### config.mk
export PLATFORM = sky130hd
export DESIGN_NAME = score_arbiter_ctrl_flat
export DESIGN_NICKNAME = d
export VERILOG_FILES = /design/src/rtl/game_pkg.sv /design/src/rtl/score_arbiter_ctrl_if.sv /design/src/rtl/rr_arb2.sv /design/src/rtl/score_arbiter_ctrl.sv /design/src/flat_wrapper.sv
export SDC_FILE = /design/constraint.sdc
export NUM_CORES = 1
export LEC_CHECK = 0
export CORE_MARGIN = 3
export CORE_UTILIZATION = 52
export DETAILED_ROUTE_END_ITERATION = 8
export PLACE_DENSITY = 0.79
export SLEW_MARGIN = 0
export SYNTH_ARGS = -nofsm -noshare
export SYNTH_HDL_FRONTEND = slang
export SYNTH_HIERARCHICAL = 1
export SYNTH_SLANG_ARGS = --single-unit
### constraint.sdc
create_clock -name clk -period 3.81 [get_ports clk]
set_input_delay 0.762 -clock clk [delete_from_list [all_inputs] [get_ports clk]]
set_output_delay 0.762 -clock clk [all_outputs]
set_load 0.02 [all_outputs]
### src/rtl/game_pkg.sv
// game_pkg: shared state, winner and player-index definitions for the game-round controller.
package game_pkg;
    typedef enum logic [1:0] {IDLE = 2'd0, PLAY = 2'd1, OVER = 2'd2} state_t;
    localparam logic [1:0] WIN_NONE = 2'd0;
    localparam logic [1:0] WIN_P1 = 2'd1;
    localparam logic [1:0] WIN_P2 = 2'd2;
    localparam logic P1 = 1'b0;
    localparam logic P2 = 1'b1;
endpackage

### src/rtl/score_arbiter_ctrl_if.sv
// score_arbiter_ctrl_if: player request inputs and score/indicator outputs of the round controller.
interface score_arbiter_ctrl_if #(parameter int SCORE_W = 4);
    logic start;
    logic p1_point;
    logic p2_point;
    logic [SCORE_W-1:0] score_p1;
    logic [SCORE_W-1:0] score_p2;
    logic p1_grant;
    logic p2_grant;
    logic playing;
    logic game_over;
    logic [1:0] winner;
    modport master (
        output start, p1_point, p2_point,
        input score_p1, score_p2, p1_grant, p2_grant, playing, game_over, winner
    );
    modport slave (
        input start, p1_point, p2_point,
        output score_p1, score_p2, p1_grant, p2_grant, playing, game_over, winner
    );
endinterface

### src/rtl/rr_arb2.sv
// rr_arb2: two-requester round-robin arbiter; a tie goes to the player not granted last.
module rr_arb2
    import game_pkg::*;
(
    input  logic       clk,
    input  logic       rst,
    input  logic [1:0] req,
    input  logic       advance,
    output logic [1:0] grant,
    output logic       last_grant
);
    always_comb grant = &req ? (last_grant == P2 ? 2'b01 : 2'b10) : req;
    always_ff @(posedge clk) begin
        if (rst) last_grant <= P2;
        else if (advance && |req) last_grant <= grant[1] ? P2 : P1;
    end
endmodule

### src/rtl/score_arbiter_ctrl.sv
// score_arbiter_ctrl: two-player round FSM with round-robin arbitrated score updates and win detection.
module score_arbiter_ctrl
    import game_pkg::*;
#(
    parameter int SCORE_W = 4,
    parameter int WIN_SCORE = 9
) (
    input logic clk,
    input logic rst,
    score_arbiter_ctrl_if.slave bus
);
    localparam logic [SCORE_W-1:0] WIN_M1 = SCORE_W'(WIN_SCORE - 1);
    state_t state;
    logic pend1, pend2, last_grant;
    logic [1:0] req, grant, grant_q, winner_q;
    logic [SCORE_W-1:0] s1, s2;
    assign req = state == PLAY ? {pend2 | bus.p2_point, pend1 | bus.p1_point} : 2'b00;
    rr_arb2 u_arb (
        .clk(clk),
        .rst(rst),
        .req(req),
        .advance(state == PLAY),
        .grant(grant),
        .last_grant(last_grant)
    );
    always_ff @(posedge clk) begin
        if (rst) begin
            state <= IDLE;
            s1 <= '0;
            s2 <= '0;
            grant_q <= 2'b00;
            winner_q <= WIN_NONE;
            pend1 <= 1'b0;
            pend2 <= 1'b0;
        end else begin
            grant_q <= grant;
            case (state)
                PLAY: if (|req) begin
                    // under contention the previous last_grant holder is the loser and keeps its request
                    pend1 <= &req && last_grant == P1;
                    pend2 <= &req && last_grant == P2;
                    if (grant[0]) begin
                        s1 <= s1 + 1'b1;
                        if (s1 == WIN_M1) begin
                            state <= OVER;
                            winner_q <= WIN_P1;
                            pend1 <= 1'b0;
                            pend2 <= 1'b0;
                        end
                    end else begin
                        s2 <= s2 + 1'b1;
                        if (s2 == WIN_M1) begin
                            state <= OVER;
                            winner_q <= WIN_P2;
                            pend1 <= 1'b0;
                            pend2 <= 1'b0;
                        end
                    end
                end
                IDLE, OVER: begin
                    pend1 <= 1'b0;
                    pend2 <= 1'b0;
                    if (bus.start) begin
                        state <= PLAY;
                        s1 <= '0;
                        s2 <= '0;
                        winner_q <= WIN_NONE;
                    end
                end
                default: state <= IDLE;
            endcase
        end
    end
    assign bus.score_p1 = s1;
    assign bus.score_p2 = s2;
    assign bus.p1_grant = grant_q[0];
    assign bus.p2_grant = grant_q[1];
    assign bus.winner = winner_q;
    assign bus.playing = state == PLAY;
    assign bus.game_over = state == OVER;
endmodule

### src/flat_wrapper.sv
// flat-port wrapper written by rule: the top's interface ports become plain ports
module score_arbiter_ctrl_flat import game_pkg::*;
#(
    parameter int SCORE_W = 4,
    parameter int WIN_SCORE = 9
)
  (clk, rst, bus_start, bus_p1_point, bus_p2_point, bus_score_p1, bus_score_p2, bus_p1_grant, bus_p2_grant, bus_playing, bus_game_over, bus_winner);
  score_arbiter_ctrl_if #(.SCORE_W(SCORE_W)) bus_i ();
  input logic clk;
  input logic rst;
  input wire logic [$bits(bus_i.start)-1:0] bus_start;
  input wire logic [$bits(bus_i.p1_point)-1:0] bus_p1_point;
  input wire logic [$bits(bus_i.p2_point)-1:0] bus_p2_point;
  output wire logic [$bits(bus_i.score_p1)-1:0] bus_score_p1;
  output wire logic [$bits(bus_i.score_p2)-1:0] bus_score_p2;
  output wire logic [$bits(bus_i.p1_grant)-1:0] bus_p1_grant;
  output wire logic [$bits(bus_i.p2_grant)-1:0] bus_p2_grant;
  output wire logic [$bits(bus_i.playing)-1:0] bus_playing;
  output wire logic [$bits(bus_i.game_over)-1:0] bus_game_over;
  output wire logic [$bits(bus_i.winner)-1:0] bus_winner;
  assign bus_i.start = bus_start;
  assign bus_i.p1_point = bus_p1_point;
  assign bus_i.p2_point = bus_p2_point;
  assign bus_score_p1 = bus_i.score_p1;
  assign bus_score_p2 = bus_i.score_p2;
  assign bus_p1_grant = bus_i.p1_grant;
  assign bus_p2_grant = bus_i.p2_grant;
  assign bus_playing = bus_i.playing;
  assign bus_game_over = bus_i.game_over;
  assign bus_winner = bus_i.winner;
  score_arbiter_ctrl #(.SCORE_W(SCORE_W), .WIN_SCORE(WIN_SCORE)) u_core (.clk(clk), .rst(rst), .bus(bus_i));
endmodule
# ---- Word level (Yosys, flattened, before mapping)
# Cells that the tools add are included.
dict set report op_classes {
  div 0
  order_cmp 0
  mux 32
  addsub 2
  n_mul 0
  n_reduce_logical 13
  bitwise 3
  n_eq_ne 10
  shift 0
}
# operator n
set op_table {}
lappend op_table {{2-bit 2-to-1 mux} 12}
lappend op_table {{4-bit 2-to-1 mux} 5}
lappend op_table {{4-bit one-hot mux with 2 select lines} 2}
lappend op_table {{4-bit AND reduction} 3}
lappend op_table {{1-bit 2-to-1 mux} 9}
lappend op_table {{4-bit by 1-bit adder with 4-bit output (second input constant)} 2}
lappend op_table {{4-bit equality test (second input constant)} 2}
lappend op_table {{2-bit one-hot mux with 2 select lines} 2}
lappend op_table {{5-bit AND reduction} 1}
lappend op_table {{2-bit by 1-bit != test with 1-bit output (second input constant)} 2}
lappend op_table {{2-bit != test (second input constant)} 2}
lappend op_table {{1-bit one-hot mux with 2 select lines} 2}
lappend op_table {{2-bit AND reduction} 2}
lappend op_table {{2-bit OR reduction} 2}
lappend op_table {{1-bit logical AND} 3}
lappend op_table {{3-bit by 1-bit != test with 1-bit output (second input constant)} 1}
lappend op_table {{3-bit != test (second input constant)} 1}
lappend op_table {{2-bit by 1-bit equality test with 1-bit output (second input constant)} 1}
lappend op_table {{2-bit equality test (second input constant)} 1}
lappend op_table {{2-bit logical NOT} 1}
lappend op_table {{1-bit OR} 2}
lappend op_table {{2-bit nonzero test} 1}
lappend op_table {{1-bit NOT} 1}
dict set report totals {
  elab_cells 68
  mem_count 0
  ram_bits 0
  latchBits 0
  output_inout_bits 14
  register_bits 17
  romBits 0
}

# ---- Depth between registers and ports, before layout
dict set report logic_depth {
  word_depth 8
  depth_mapped 9
}

# ---- Modules after synthesis
# Netlist, hierarchy kept.
# mod n_inst seq_area_each_um2 area_per_inst_um2 cells_per_inst
set by_module_without_submodules {}
lappend by_module_without_submodules {score_arbiter_ctrl 1 320.3 809.5 92}
lappend by_module_without_submodules {rr_arb2 1 20.0 61.3 7}

# ---- Worst setup path before layout
# OpenSTA, ideal clock, no wires.
dict set report synth_path {
  kind {input to register}
  start {in bus_p1_point}
  end {reg u_core.winner_q[0] (netlist: u_core/bus.winner[0])}
  arrival_time_ps 2070
  path_buffers 0
  cell_stages 6
  t_required_ps 3738
  setup_ps 72
  path_slack_ps 1668
  cell_sequence {nor2_1 -> nor2_1 -> a21boi_0 -> a41oi_1 -> nor3_1 -> mux2i_1}
}
dict set report synth_via {
  elab_chain_cells 7
  word_cells_on_any_way 12
}
# element line_no
set synth_rtl {}
lappend synth_rtl {{start, declared} flat_wrapper.sv:12} ;# input wire logic [$bits(bus_i.p1_point)-1:0] bus_p1_point;
lappend synth_rtl {{1-bit OR *} score_arbiter_ctrl.sv:17} ;# assign req = state == PLAY ? {pend2 | bus.p2_point, pend1 | bus.p1_point} : 2'b00;
lappend synth_rtl {{2-bit 2-to-1 mux *} score_arbiter_ctrl.sv:17}
lappend synth_rtl {{net u_core.req[0]} score_arbiter_ctrl.sv:15} ;# logic [1:0] req, grant, grant_q, winner_q;
lappend synth_rtl {{2-bit AND reduction} rr_arb2.sv:12} ;# always_comb grant = &req ? (last_grant == P2 ? 2'b01 : 2'b10) : req;
lappend synth_rtl {{2-bit 2-to-1 mux *} rr_arb2.sv:12}
lappend synth_rtl {{net u_core.grant[0]} score_arbiter_ctrl.sv:15}
lappend synth_rtl {{2-bit 2-to-1 mux} score_arbiter_ctrl.sv:42} ;# if (grant[0]) begin
lappend synth_rtl {{2-bit 2-to-1 mux} score_arbiter_ctrl.sv:38} ;# PLAY: if (|req) begin
lappend synth_rtl {{2-bit one-hot mux with 2 select lines} score_arbiter_ctrl.sv:37} ;# case (state)
lappend synth_rtl {{end signal, assigned} score_arbiter_ctrl.sv:32} ;# winner_q <= WIN_NONE;
lappend synth_rtl {{end signal, assigned} score_arbiter_ctrl.sv:46} ;# winner_q <= WIN_P1;
lappend synth_rtl {{end signal, assigned} score_arbiter_ctrl.sv:54} ;# winner_q <= WIN_P2;
lappend synth_rtl {{end, declared} score_arbiter_ctrl.sv:15}
# Mark *: on every way through the listed nets, which the timed path passes. The rest lies on a longest branch. The select of a mux whose other input is x is not followed.
# A chain may end at the register's enable or synchronous reset.

# ---- Final worst setup path
dict set report layout_path {
  start {in bus_p1_point}
  end {reg u_core.winner_q[1] (netlist: u_core/bus.winner[1])}
}
# Same word-level chain as after synthesis.

==> results by group <==
STA
  – Setup tns final: 0 ns
  – Worst Tran Pin Value: 0.640 ns
  – Skew final: 0.00232 ns
  – Slew Limit Fails: 0
  – FMAX: 348 MHz
  – Final period util: 75.3%
  – Setup slack after layout: 0.940 ns
  – Worst hold slack: 0.463 ns
  – Worst rel slew slack: 56.9%
  – RSZ-0062 raised after global routing: false
  – Final min period: 2.87 ns
  – Final setup viols: 0
  – Final Hold Viols: 0

Worst hold path
  – Beginning of the worst hold path: u_core/bus.winner[0]
  – Hold Crit Depth: 2
  – Hold Path Class: reg -> reg
  – Hold Crit Endpoint: u_core/bus.winner[0]

Pwr
  – Net Sw Frac: 26.1%
  – P_int: 240 uW
  – Psw: 85.1 uW
  – PD cells: 299 nW/um^2
  – Gate power share: 13.1%
  – Clk network pwr share: 29.9%
  – Pleak: 0.000396 uW
  – Max VDD drop: 0.201 mV
  – Register share of total power: 57.0%

Route
  – Routed met3 length: 72 um
  – Drt initial violations: 17
  – Antenna-violating nets left: 0
  – First-pass DRT Iterations: 4
  – Met2 WL: 891 um
  – Highest metal used: met4
  – Detailed-route wire length: 1.83 mm
  – Detailed-route via count: 756
  – Vias/cell: 5.64
  – DR DRC count: 0
  – DRT met1 WL: 838 um
  – Drt wl/cell: 13.6 um

GRT
  – Global-route wire length before repair: 3.00 mm
  – Pin count of the biggest net entering global routing: 16
  – Vias in the first global route: 722
  – Total GRT Usage: 19.3%
  – Grt ovf: 0
  – Initial antenna violation count: 0

Layout
  – Area delta synth->final: 24.9%
  – Fin area: 1090 sq um
  – # nets final: 128
  – Antenna cells: 0
  – Most frequent cells in the layout: 18 x clkdlybuf4s50_1, 17 x dfxtp_1, 10 x nor2_1, 7 x inv_1, 7 x nand3_1
  – Commonest non-fill, non-tap cell in the layout: clkdlybuf4s50_1
  – Fraction of layout cells with a size suffix above 1: 10.2%

Yosys
  – Yosys warns: 6
  – Mean post-synth cell area: 8.80 sq um
  – Post-synth EDFFs: 0
  – Post-synth net total: 108
  – Synth Register Bits: 17
  – Synth Flop Type: dfxtp_1
  – Post-synthesis async set-or-reset flop share: 0%
  – Post-Synth XOR/XNOR Area: 4.02%
  – Synth top area cells: dfxtp_1 39%, ha_1 5.7%, nor2_1 4.3%
  – Yosys top cell by area: dfxtp_1
  – Number of distinct library cells after synthesis: 36
  – Post-synthesis instance total: 99
  – Cell area after synthesis: 871 sq um
  – Largest family of logic cells by synthesized area: simple AND/OR/NAND/NOR gates
  – Post-synthesis mux area share: 4.02%
  – Yosys top cell area share: 39.1%
  – Synth Area in Compound Gates: 9.91%
  – Adder-Cell Fraction of Synth Area: 5.75%
  – Post-Synth Simple-Gate Area: 32.2%
  – Seq/Total Area, Yosys: 39.1%

Clocking
  – CTS Sinks: 17
  – CTS tree: built
  – Clock-pin slew on the worst setup and hold paths: 0.10 ns
  – Post-CTS Setup Inserts: 0
  – Total CTS buffers: 3
  – Max Buffers Root-to-Sink: 2
  – Cells resized by post-CTS repair: 0
  – Root Driver: clkbuf_4
  – Hold-fix buffer count after cts: 0
  – Worst-skew pair later-pin latency: 0.29 ns
  – H-tree Lvls: 1

Placed design
  – GP Congestion: 0.768
  – Post-DP HPWL: 1.29 mm
  – Pre-CTS setup slack: 0.654 ns
  – Area post-placement: 1060 sq um
  – I/O Buffers: 18

Floorplan
  – Core area: 1540 sq um
  – Starting Density: 56.5%
  – Chip Width: 46.9 um
  – Die area: 2200 sq um
  – Die H: 46.9 um
  – Row count: 14
  – I/O pin count: 19

Run status
  – Status: finished clean

Critical path
  – Critical path class: in -> reg
  – CP Capture Type: register
  – Crit-path max FO: 7
  – Reg2reg setup slack: 1.14 ns
  – Critical path arrival: 3.10 ns
  – Worst reg2reg path depth: 6
  – Reg2Reg Launch Point: u_core/state[0]
  – FF-to-FF End: u_core/bus.winner[1]
  – Worst Path Required: 4.04 ns
  – Worst setup SP type: input pin

Job
  – Number of max-cap violations: 0
[cell usage after synthesis, drive strengths merged, types with 2 or more instances]
cell type   n
a21boi      2
a21oi       6
and3        3
clkbuf      3
dfxtp      17
ha          4
inv         7
mux2i       2
nand2       3
nand2b      3
nand3       7
nand3b      2
nand4       2
nor2       11
nor2b       5
nor3        2
nor4        3
xnor2       3
[worst max-delay path, stage by stage]
cell and delay, ns:
clkdlybuf4s50_1 0.52, nor2_1 0.06, nor2_1 0.21, a21boi_0 0.57, a41oi_1 0.30, nor3_1 0.45
mux2i_1 0.22
[routing by layer]
layer  global-route usage [%]  vias up
li1                         -      381
met1                     26.1      355
met2                     28.2       18
met3                     4.60        2
met4                     10.5        0
met5                        0        -
[final cells by class]
class / count / area, sq um
Multi-Input combinational cell: 71 / 487
Fill cell: 130 / 454
Clock buffer: 4 / 26.3
Tap cell: 16 / 20.0
Inverter: 7 / 26.3
Sequential cell: 17 / 340
Timing Repair Buffer: 19 / 188
[cell families after synthesis]
logic type	Yosys count
compound gates	13
buf+inv	11
simple gates	47
flops	17
mux	3
fa+ha+maj	4
xor+xnor	4
[stage by stage]
step / utilization, % / cells / power [uW]
2_1_floorplan: - / 99 / 216
3_3_place_gp: 68.8 / 130 / 232
3_5_place_dp: 68.8 / 130 / 232
4_1_cts: 70.5 / 134 / 330
5_1_grt: 70.5 / 134 / 342
6_report: 70.5 / 134 / 326
[sequential cells by signal, summed over array words and instances, names as in the netlist]
name / flops
u_core/bus.score_p2: 4
u_core/u_arb/last_grant: 1
u_core/grant_q: 2
u_core/bus.score_p1: 4
u_core/state: 2
u_core/pend2: 1
u_core/pend1: 1
u_core/bus.winner: 2
[power groups by stage]
stage               Clock [uW]  Sequential [uW]  Combinational (uW)
detailed placement           0              190                42.4
finish                    97.2              186                42.8
CTS                        101              186                42.6
global route               109              186                47.1
floorplan                    0              189                26.7
global placement             0              189                42.0
[worst max path at each step]
stage / from / to / slack (ns) / depth (start not counted)
2_1_floorplan: bus_p1_point / u_core/bus.winner[0] / 1.67 / 6
3_3_place_gp: bus_p1_point / u_core/bus.winner[0] / 0.75 / 7
3_5_place_dp: bus_p1_point / u_core/bus.winner[0] / 0.65 / 7
4_1_cts: bus_p1_point / u_core/bus.winner[1] / 0.96 / 7
5_1_grt: bus_p1_point / u_core/bus.winner[1] / 0.64 / 7
6_report: bus_p1_point / u_core/bus.winner[1] / 0.94 / 7
No activity file was read; power rests on OpenSTA's default activity.
